`config.mk`:
```
export PLATFORM = sky130hd
export DESIGN_NAME = decoder_scan_sequencer_flat
export DESIGN_NICKNAME = d
export VERILOG_FILES = /design/src/rtl/decoder_scan_sequencer_pkg.sv /design/src/rtl/decoder_scan_sequencer_if.sv /design/src/rtl/decoder_scan_sequencer_scan_next_idx.sv /design/src/rtl/decoder_scan_sequencer.sv /design/src/flat_wrapper.sv
export SDC_FILE = /design/constraint.sdc
export NUM_CORES = 1
export LEC_CHECK = 0
export CAP_MARGIN = 10
export CORE_ASPECT_RATIO = 1.4
export CORE_UTILIZATION = 40
export CTS_CLUSTER_DIAMETER = 200
export DETAILED_ROUTE_END_ITERATION = 12
export HOLD_SLACK_MARGIN = 0.03
export PLACE_DENSITY = 0.7
export RECOVER_POWER = 100
export SYNTH_ARGS = -nofsm -noshare
export SYNTH_HDL_FRONTEND = slang
export SYNTH_SLANG_ARGS = --single-unit
```
`constraint.sdc`:
```
create_clock -name clk -period 1.98 [get_ports clk]
set_input_delay 0.198 -clock clk [delete_from_list [all_inputs] [get_ports clk]]
set_output_delay 0.198 -clock clk [all_outputs]
set_load 0.02 [all_outputs]
```
`src/rtl/decoder_scan_sequencer_pkg.sv`:
```
// Shared types and sizing helpers for the decoder scan sequencer.
package decoder_scan_pkg;

  localparam int STATE_W = 2;
  localparam int IDX_W   = 3;
  localparam int NUM_OUT = 8;

  typedef enum logic [STATE_W-1:0] {
    ST_IDLE  = 2'd0,
    ST_BLANK = 2'd1,
    ST_DRIVE = 2'd2
  } state_e;

  // Width of the blank down-counter; it is loaded with BLANK_CYCLES-1.
  function automatic int blank_cnt_w(input int blank_cycles);
    return (blank_cycles <= 2) ? 1 : $clog2(blank_cycles);
  endfunction

endpackage

```
`src/rtl/decoder_scan_sequencer_if.sv`:
```
// Control/status bundle between the sweep controller (master) and the sequencer (slave).
interface decoder_scan_sequencer_if #(
  parameter int DWELL_W = 8
);
  logic               start;
  logic               stop;
  logic               continuous;
  logic [DWELL_W-1:0] dwell;
  logic [7:0]         skip_mask;
  logic               en;
  logic               A;
  logic               B;
  logic               C;
  logic               busy;
  logic               done;

  modport master (
    output start, stop, continuous, dwell, skip_mask,
    input  en, A, B, C, busy, done
  );

  modport slave (
    input  start, stop, continuous, dwell, skip_mask,
    output en, A, B, C, busy, done
  );
endinterface

```
`src/rtl/decoder_scan_sequencer_scan_next_idx.sv`:
```
// Priority search for the lowest unmasked decoder index above idx_i (or from 0 in first mode).
module scan_next_idx
  import decoder_scan_pkg::*;
(
  input  logic [IDX_W-1:0]   idx_i,
  input  logic [NUM_OUT-1:0] mask_i,
  input  logic               first_i,
  output logic               found_o,
  output logic [IDX_W-1:0]   idx_o
);

  always_comb begin
    found_o = 1'b0;
    idx_o   = '0;
    // Descending scan so the last hit, i.e. the lowest candidate, wins.
    for (int i = NUM_OUT - 1; i >= 0; i--) begin
      if (!mask_i[i] && (first_i || (i > int'(idx_i)))) begin
        found_o = 1'b1;
        idx_o   = IDX_W'(i);
      end
    end
  end

endmodule

```
`src/rtl/decoder_scan_sequencer.sv`:
```
// Drives en/A/B/C of a 3-to-8 decoder so unmasked outputs fire one at a time, with blanking gaps.
module decoder_scan_sequencer
  import decoder_scan_pkg::*;
#(
  parameter int DWELL_W      = 8,
  parameter int BLANK_CYCLES = 2
) (
  input  logic                      clk,
  input  logic                      rst_n,
  decoder_scan_sequencer_if.slave   bus
);

  localparam int BW = blank_cnt_w(BLANK_CYCLES);
  localparam logic [BW-1:0] BLANK_LOAD = (BLANK_CYCLES > 0) ? BW'(BLANK_CYCLES - 1) : '0;

  state_e             state_q;
  logic [IDX_W-1:0]   idx_q;
  logic [NUM_OUT-1:0] mask_q;
  logic [BW-1:0]      blank_cnt_q;
  logic [DWELL_W-1:0] dwell_cnt_q;
  logic               en_q, busy_q, done_q;

  logic [NUM_OUT-1:0] first_mask;
  logic               first_found, next_found;
  logic [IDX_W-1:0]   first_idx, next_idx;
  logic               launch;
  logic [IDX_W-1:0]   launch_idx;

  // In IDLE the first index comes from the live mask, since it is latched on that same edge.
  assign first_mask = (state_q == ST_IDLE) ? bus.skip_mask : mask_q;

  scan_next_idx u_first (
    .idx_i   (idx_q),
    .mask_i  (first_mask),
    .first_i (1'b1),
    .found_o (first_found),
    .idx_o   (first_idx)
  );

  scan_next_idx u_next (
    .idx_i   (idx_q),
    .mask_i  (mask_q),
    .first_i (1'b0),
    .found_o (next_found),
    .idx_o   (next_idx)
  );

  always_comb begin
    launch     = 1'b0;
    launch_idx = first_idx;
    if (state_q == ST_IDLE) begin
      launch = bus.start && !bus.stop && first_found;
    end else if (state_q == ST_DRIVE && !bus.stop && dwell_cnt_q == '0) begin
      launch     = next_found || (bus.continuous && first_found);
      launch_idx = next_found ? next_idx : first_idx;
    end
  end

  always_ff @(posedge clk or negedge rst_n) begin
    if (!rst_n) begin
      state_q     <= ST_IDLE;
      idx_q       <= '0;
      mask_q      <= '0;
      blank_cnt_q <= '0;
      dwell_cnt_q <= '0;
      en_q        <= 1'b0;
      busy_q      <= 1'b0;
      done_q      <= 1'b0;
    end else begin
      done_q <= 1'b0;
      if (state_q != ST_IDLE && bus.stop) begin
        state_q <= ST_IDLE;
        en_q    <= 1'b0;
        busy_q  <= 1'b0;
      end else if (launch) begin
        if (state_q == ST_IDLE) mask_q <= bus.skip_mask;
        idx_q  <= launch_idx;
        busy_q <= 1'b1;
        if (BLANK_CYCLES > 0) begin
          state_q     <= ST_BLANK;
          blank_cnt_q <= BLANK_LOAD;
          en_q        <= 1'b0;
        end else begin
          state_q     <= ST_DRIVE;
          dwell_cnt_q <= bus.dwell;
          en_q        <= 1'b1;
        end
      end else begin
        case (state_q)
          ST_IDLE: begin
            // Start with every output masked: report completion without sweeping.
            if (bus.start && !bus.stop) begin
              mask_q <= bus.skip_mask;
              done_q <= 1'b1;
            end
          end
          ST_BLANK: begin
            if (blank_cnt_q == '0) begin
              state_q     <= ST_DRIVE;
              dwell_cnt_q <= bus.dwell;
              en_q        <= 1'b1;
            end else begin
              blank_cnt_q <= blank_cnt_q - BW'(1);
            end
          end
          ST_DRIVE: begin
            if (dwell_cnt_q == '0) begin
              state_q <= ST_IDLE;
              en_q    <= 1'b0;
              busy_q  <= 1'b0;
              done_q  <= 1'b1;
            end else begin
              dwell_cnt_q <= dwell_cnt_q - DWELL_W'(1);
            end
          end
          default: begin
            state_q <= ST_IDLE;
            en_q    <= 1'b0;
            busy_q  <= 1'b0;
          end
        endcase
      end
    end
  end

  assign bus.en   = en_q;
  assign bus.A    = idx_q[2];
  assign bus.B    = idx_q[1];
  assign bus.C    = idx_q[0];
  assign bus.busy = busy_q;
  assign bus.done = done_q;

endmodule
```
`src/flat_wrapper.sv`:
```
// flat-port wrapper written by rule: the top's interface ports become plain ports
module decoder_scan_sequencer_flat import decoder_scan_pkg::*;
#(
  parameter int DWELL_W      = 8,
  parameter int BLANK_CYCLES = 2
)
  (clk, rst_n, bus_start, bus_stop, bus_continuous, bus_dwell, bus_skip_mask, bus_en, bus_A, bus_B, bus_C, bus_busy, bus_done);
  decoder_scan_sequencer_if #(.DWELL_W(DWELL_W)) bus_i ();
  input  logic clk;
  input  logic rst_n;
  input wire logic [$bits(bus_i.start)-1:0] bus_start;
  input wire logic [$bits(bus_i.stop)-1:0] bus_stop;
  input wire logic [$bits(bus_i.continuous)-1:0] bus_continuous;
  input wire logic [$bits(bus_i.dwell)-1:0] bus_dwell;
  input wire logic [$bits(bus_i.skip_mask)-1:0] bus_skip_mask;
  output wire logic [$bits(bus_i.en)-1:0] bus_en;
  output wire logic [$bits(bus_i.A)-1:0] bus_A;
  output wire logic [$bits(bus_i.B)-1:0] bus_B;
  output wire logic [$bits(bus_i.C)-1:0] bus_C;
  output wire logic [$bits(bus_i.busy)-1:0] bus_busy;
  output wire logic [$bits(bus_i.done)-1:0] bus_done;
  assign bus_i.start = bus_start;
  assign bus_i.stop = bus_stop;
  assign bus_i.continuous = bus_continuous;
  assign bus_i.dwell = bus_dwell;
  assign bus_i.skip_mask = bus_skip_mask;
  assign bus_en = bus_i.en;
  assign bus_A = bus_i.A;
  assign bus_B = bus_i.B;
  assign bus_C = bus_i.C;
  assign bus_busy = bus_i.busy;
  assign bus_done = bus_i.done;
  decoder_scan_sequencer #(.DWELL_W(DWELL_W), .BLANK_CYCLES(BLANK_CYCLES)) u_core (.clk(clk), .rst_n(rst_n), .bus(bus_i));
endmodule
```
### After elaboration in Yosys (flattened, before gate mapping)

Index checks and enable logic that the tools add are counted.

* word-level logic and storage cells: 126
* flip-flop bits (word level): 25
* output and inout port bits: 6

* $add $sub $neg: 2
* reductions and logical operators: 36
* $lt $le $gt $ge: 7
* equal/unequal tests: 8
* bitwise logic cells: 2
* mux-type cells: 63

Operators with widths (count)
* two-way mux 3 bit: 18
* two-way mux 8 bit: 6
* two-way mux 1 bit: 30
* one-hot mux 8 bit (2 select lines): 1
* logical AND 1 bit: 13
* greater-than comparator 3 bit (first input constant): 4
* nonzero test 2 bit: 5
* logical NOT 1 bit: 8
* logical NOT 8 bit: 1
* two-way mux 2 bit: 4
* subtractor 8 x 1 -> 8 bit (second input constant): 1
* greater-than comparator 2 x 3 -> 1 bit (first input constant): 2
* one-hot mux 2 bit (3 select lines): 1
* AND reduction 2 bit: 3
* AND reduction 3 bit: 2
* AND reduction 5 bit: 1
* inequality test 2 bit (second input constant): 2
* inequality test 4 x 3 -> 1 bit (second input constant): 1
* inequality test 4 bit (second input constant): 1
* one-hot mux 1 bit (2 select lines): 2
* greater-than comparator 1 x 3 -> 1 bit (first input constant): 1
* inequality test 3 x 1 -> 1 bit (second input constant): 1
* inequality test 3 x 2 -> 1 bit (second input constant): 1
* one-hot mux 1 bit (3 select lines): 1
* other kinds (7): 8

### Logic depth before layout (Yosys ltp)

* word-level depth: 16
* mapped depth: 8
* gate-level depth less buffers: 8

### Hierarchy

From an unflattened synthesis, not the netlist that was laid out.

* cell total of the unflattened synthesis: 193
* area, all modules: 1849.3 µm²

Modules (own cells, without submodules)
* decoder_scan_sequencer: cells an instance 119, seq. area each 600.6 µm², instances 1, area each 1358.8 µm²
* scan_next_idx: cells an instance 37, seq. area each 0.0 µm², instances 2, area each 245.2 µm²

### Worst setup path after synthesis

No wires, ideal clock.

* path kind: register -> register
* start point: register u_core.state_q[1]
* end point: register u_core.idx_q[0]
* required time: 1858 ps
* setup slack: 326 ps
* clock period less this slack: 1654 ps
* arrival: 1532 ps
* buffers on the path: 1
* cell stages (with the launch flop): 7
* cell sequence: dfrtp_1 -> buf_2 -> o211a_1 -> o2bb2a_4 -> a32oi_4 -> o211ai_1 -> o2bb2ai_1

* word-level cells in the longest chain between the ends: 15

RTL lines
* start, declared: line decoder_scan_sequencer.sv:16 `state_e state_q;`
* start signal, assigned: line decoder_scan_sequencer.sv:61 `state_q <= ST_IDLE;`
* start signal, assigned: line decoder_scan_sequencer.sv:72 `state_q <= ST_IDLE;`
* start signal, assigned: line decoder_scan_sequencer.sv:80 `state_q <= ST_BLANK;`
* logical NOT 2 bit: line decoder_scan_sequencer.sv:30, decoder_scan_sequencer.sv:51
* two-way mux 8 bit
* two-way mux 1 bit (8 in a row): line decoder_scan_sequencer_scan_next_idx.sv:17 `if (!mask_i[i] && (first_i || (i > int'(idx_i)))) begin`
* logical AND 1 bit: line decoder_scan_sequencer.sv:54 `launch = next_found || (bus.continuous && first_found);`
* logical OR 1 bit: line decoder_scan_sequencer.sv:54
* two-way mux 1 bit: line decoder_scan_sequencer.sv:53 `end else if (state_q == ST_DRIVE && !bus.stop && dwell_cnt_q == '0) begin`
* two-way mux 1 bit: line decoder_scan_sequencer.sv:51 `if (state_q == ST_IDLE) begin`
* AND reduction 2 bit (no line)
* end signal, assigned: line decoder_scan_sequencer.sv:77 `idx_q <= launch_idx;`
* end, declared: line decoder_scan_sequencer.sv:17 `logic [IDX_W-1:0] idx_q;`

Parallel ways exist; a longest one is shown, timed or not.
A chain may end at the register's enable or synchronous reset.

==> results.md <==
Setup path:
- In this run the worst path has a maximum fanout of 15.
- The stage delay of the slowest cell on the critical path is 0.74 ns.
- The worst setup path is captured at an output port.
- The startpoint of the worst setup timing path is u_core.state_q[1].
- The source of the worst register-to-register timing path is u_core.dwell_cnt_q[0].
- The arrival time at the worst endpoint is 1.66 ns.
- The combined buffer and inverter count along the critical path is 1.
- The slowest cell on the critical path is sky130_fd_sc_hd__dlygate4sd3_1.
- By startpoint and endpoint, the worst setup path is classified as flip-flop to output port.
- The family with the most delay on the worst path is buffers and inverters.
- STA puts the critical path data required time at 1.78 ns.
- Walking the worst path, the cells encountered are dlygate4sd3_1.
- The launching element type of the critical path is a flip-flop.

Detailed routing:
- The number of iterations in the first detailed-routing pass is 4.
- Across all layers, the routed design uses 1,536 vias.
- The final layout contains routed wiring with a total length of 4.01 mm.
- For this block, the initial DRC count from the detailed router was 84.
- Dividing the detail-routed wire length by the instance count gives 15.3 microns.
- For this run, design rule violations remaining after detail routing come to 0.
- Once detail routing completed, the nets flagged for antenna violations numbered 0.
- After detailed routing, the number of vias per cell comes to 5.84.

Timing:
- Setup total negative slack on the finished layout was measured at 0 ns.
- The clock period could shrink to 1.85 ns.
- The final-report max-slew violation count is 0.
- The number of endpoints with negative hold slack in the final report came to 0.
- Of the available clock period, the critical path in the final layout requires 0.937.
- For the pin with the worst max-slew slack, the measured transition is 1.38 ns.
- In this run the tightest slew margin relative to its limit is 0.0820.
- Setup repair after global routing left no endpoint under its margin.
- The count of final setup violators is 0.
- The worst clock skew is 0.00437 ns.
- Based on the critical path, the design can be clocked at up to 0.539 GHz.

Clocking:
- The number of buffers on the longest clock path is 2.
- The clock-pin transition on the worst setup and hold timing paths is 0.09 ns.
- The clock tree from TritonCTS is built.
- The root buffer cell chosen for the clock tree is sky130_fd_sc_hd__clkbuf_8.
- Counting every sink on the clock net gives 24.
- Buffers inserted during clock tree synthesis total 3.
- The count of cells resized by post-cts repair is 0.
- In this run the number of H-tree levels came out at 1.
- In this run the post-CTS setup repair buffer count came out at 0.
- At the later pin of the worst-skew pair, clock insertion delay measures 0.27 ns.
- The number of hold buffers added after CTS was 0.

Logic synthesis:
- After synthesis the cells add up to 1610 sq um.
- The synthesized area per cell is 8.36 sq um.
- The number of enable flip-flop cells after synthesis is 0.
- The number of warning messages in the yosys log is 0.
- After technology mapping, the gate count stands at 193.
- In the synthesized netlist the async set-or-reset flop fraction comes to 1.00.
- The number of different library cells used by synthesis comes to 47.
- The post-synthesis sequential area ratio is 0.372.
- The synthesized design contains 24 register bits.
- The number of nets in the synthesized netlist is 215.
- The dominant register cell in the synthesized netlist is sky130_fd_sc_hd__dfrtp_1.

Placed design:
- The global placer's final weighted congestion is 0.918.
- Summing all placed instances gives a cell area of 1930 sq um.
- The placed wire-length estimate is 2.96 mm.
- Buffers placed on the I/O ports in this run total 26.

GRT:
- The initial antenna violation count is 0.
- The number of global-route vias before repair is 1,555.
- Entering global routing, the biggest net connects 25 pins.
- For this run, the total global-route usage over all layers was measured as 0.210.
- The global-route wire length before repair is 7.17 mm.
- The total congestion overflow is 0.

Power and ir drop:
- The fraction of power consumed by combinational cells is 0.432.
- In this run the static leakage power is 0.000853 uW.
- Cell internal power was estimated by the tool at 1310 uW.
- The peak ir drop on the vdd network is 0.595 mV.
- The share of total power dissipated in the clock network is 0.151.
- The ratio of total power to cell area is 1160 nW/um^2.
- The fraction of power spent switching nets is 0.426.
- For this design the total switching power over the nets is 968 uW.
- The share of power burned in registers is 0.417.

Floorplan:
- The initial utilization of the core area, before any placement, comes to 0.431.
- From bottom edge to top edge, the die measures 77.1 microns.
- Measured along the x axis, the die boundary spans 55.7 microns.
- After floorplanning, the core was divided into 26 placement rows.
- The die footprint is 4290 sq um.
- The placeable core region is 3740 sq um.
- For this design the top-level I/O count stands at 27.

Final layout:
- The filler cells instantiated in the layout total 354.
- The final core utilization is 0.524.
- The library cell used most frequently in the layout, excluding fill and tap cells, is sky130_fd_sc_hd__nand2_1.
- Of the cells placed in the final design, the portion with a size suffix greater than 1 is 0.104.
- The post-route cell area is 1960 sq um.
- Relative to the synthesized area, the layout overhead comes to 21.5%.
- The number of diodes is 0.
- At the end of the flow, the number of nets in the layout was 244.
- The library cells used most frequently in the layout, excluding fill and tap cells, are 37 x sky130_fd_sc_hd__nand2_1, 24 x sky130_fd_sc_hd__dfrtp_1, 22 x sky130_fd_sc_hd__o21ai_0, 19 x sky130_fd_sc_hd__clkdlybuf4s50_1, 16 x sky130_fd_sc_hd__a21oi_1.

Run:
- The max capacitance violation total is 0.

Min path:
- The hold path startpoint is bus_skip_mask[2].
- The kind of path behind the tightest hold check is primary input to flip-flop.

Status:
- The flow ran to the end, and the final reports show no timing, DRC or antenna violations.
-- area by class of cell --
class,count,area (sq um),area share
Tap cell,42,52.6,0.0268
Clock buffer,4,55.1,0.0281
Sequential cell,24,601,0.307
Timing Repair Buffer,33,307,0.156
Multi-Input combinational cell,151,911,0.465
Inverter,9,33.8,0.0172
-- layer usage --
metal,share of wire,vias up,global-route usage
li1,-,745,-
met1,0.42,717,0.255
met2,0.49,57,0.351
met3,0.042,17,0.0253
met4,0.040,0,0.125
met5,0,-,0
-- final timing paths --
| path | endpoint | slack, ns | cells after the start |
|---|---|---|---|
| min reg2reg | u_core.blank_cnt_q | 0.53 | 2 |
| max reg2reg | u_core.idx_q[0] | 0.13 | 7 |
| max in group asynchronous | u_core.dwell_cnt_q[5] | 0.41 | 2 |
| min in group asynchronous | u_core.mask_q[2] | 0.75 | 2 |
| min | u_core.mask_q[2] | 0.51 | 3 |
| max | bus_en | 0.13 | 1 |
-- flip-flops by register name, summed over array words and instances, names as in the netlist --
register,flops
u_core.bus.done,1
u_core.bus.busy,1
u_core.dwell_cnt_q,8
u_core.mask_q,8
u_core.idx_q,3
u_core.state_q,2
u_core.blank_cnt_q,1
-- cell usage after synthesis (2+ instances only) --
cell / number / area share
sky130_fd_sc_hd__nor2_1: 15 / 0.035
sky130_fd_sc_hd__o211ai_1: 7 / 0.033
sky130_fd_sc_hd__o22ai_1: 3 / 0.012
sky130_fd_sc_hd__a31oi_1: 2 / 0.0078
sky130_fd_sc_hd__nor2b_1: 4 / 0.016
sky130_fd_sc_hd__o21ai_4: 2 / 0.020
sky130_fd_sc_hd__dfrtp_1: 24 / 0.37
sky130_fd_sc_hd__nor3_1: 4 / 0.012
sky130_fd_sc_hd__nand2_1: 37 / 0.086
sky130_fd_sc_hd__a21oi_1: 16 / 0.050
sky130_fd_sc_hd__inv_1: 8 / 0.019
sky130_fd_sc_hd__a21o_1: 2 / 0.0093
sky130_fd_sc_hd__o2bb2ai_1: 2 / 0.011
sky130_fd_sc_hd__o21ai_0: 22 / 0.068
sky130_fd_sc_hd__o21a_1: 2 / 0.0093
sky130_fd_sc_hd__a22oi_1: 5 / 0.023
sky130_fd_sc_hd__nand2b_1: 5 / 0.019
sky130_fd_sc_hd__buf_2: 4 / 0.012
-- cell families (layout without fill, tap and decap cells) --
group | count (synthesis) | in the layout | share of synthesized area
AND/OR/NAND/NOR | 76 | 76 | 0.240
AO/OA/AOI/OAI | 73 | 73 | 0.321
flip-flops | 24 | 24 | 0.372
buffers and inverters | 18 | 46 | 0.0527
adder cells (fa/ha/maj) | 1 | 1 | 0.00776
multiplexers | 1 | 1 | 0.00621
-- metrics by stage --
stage | setup WS (ns) | hold slack, ns | power, uW | cells
6_report | 0.125 | 0.509 | 2270 | 263
5_1_grt | 0.0197 | 0.519 | 2480 | 263
4_1_cts | 0.133 | 0.288 | 2310 | 263
3_5_place_dp | 0.0565 | 0.498 | 1960 | 259
3_3_place_gp | 0.0810 | 0.495 | 1950 | 259
2_1_floorplan | 0.326 | -0.0976 | 1630 | 193
-- power groups by stage --
| stage | Combinational (uW) | Sequential, uW | Clock [uW] |
|---|---|---|---|
| finish | 983 | 948 | 343 |
| detailed placement | 1010 | 954 | 0 |
| global route | 1110 | 993 | 373 |
| floorplan | 751 | 881 | 0 |
| CTS | 1010 | 946 | 353 |
| global placement | 993 | 953 | 0 |
No activity file was read; power rests on OpenSTA's default activity.
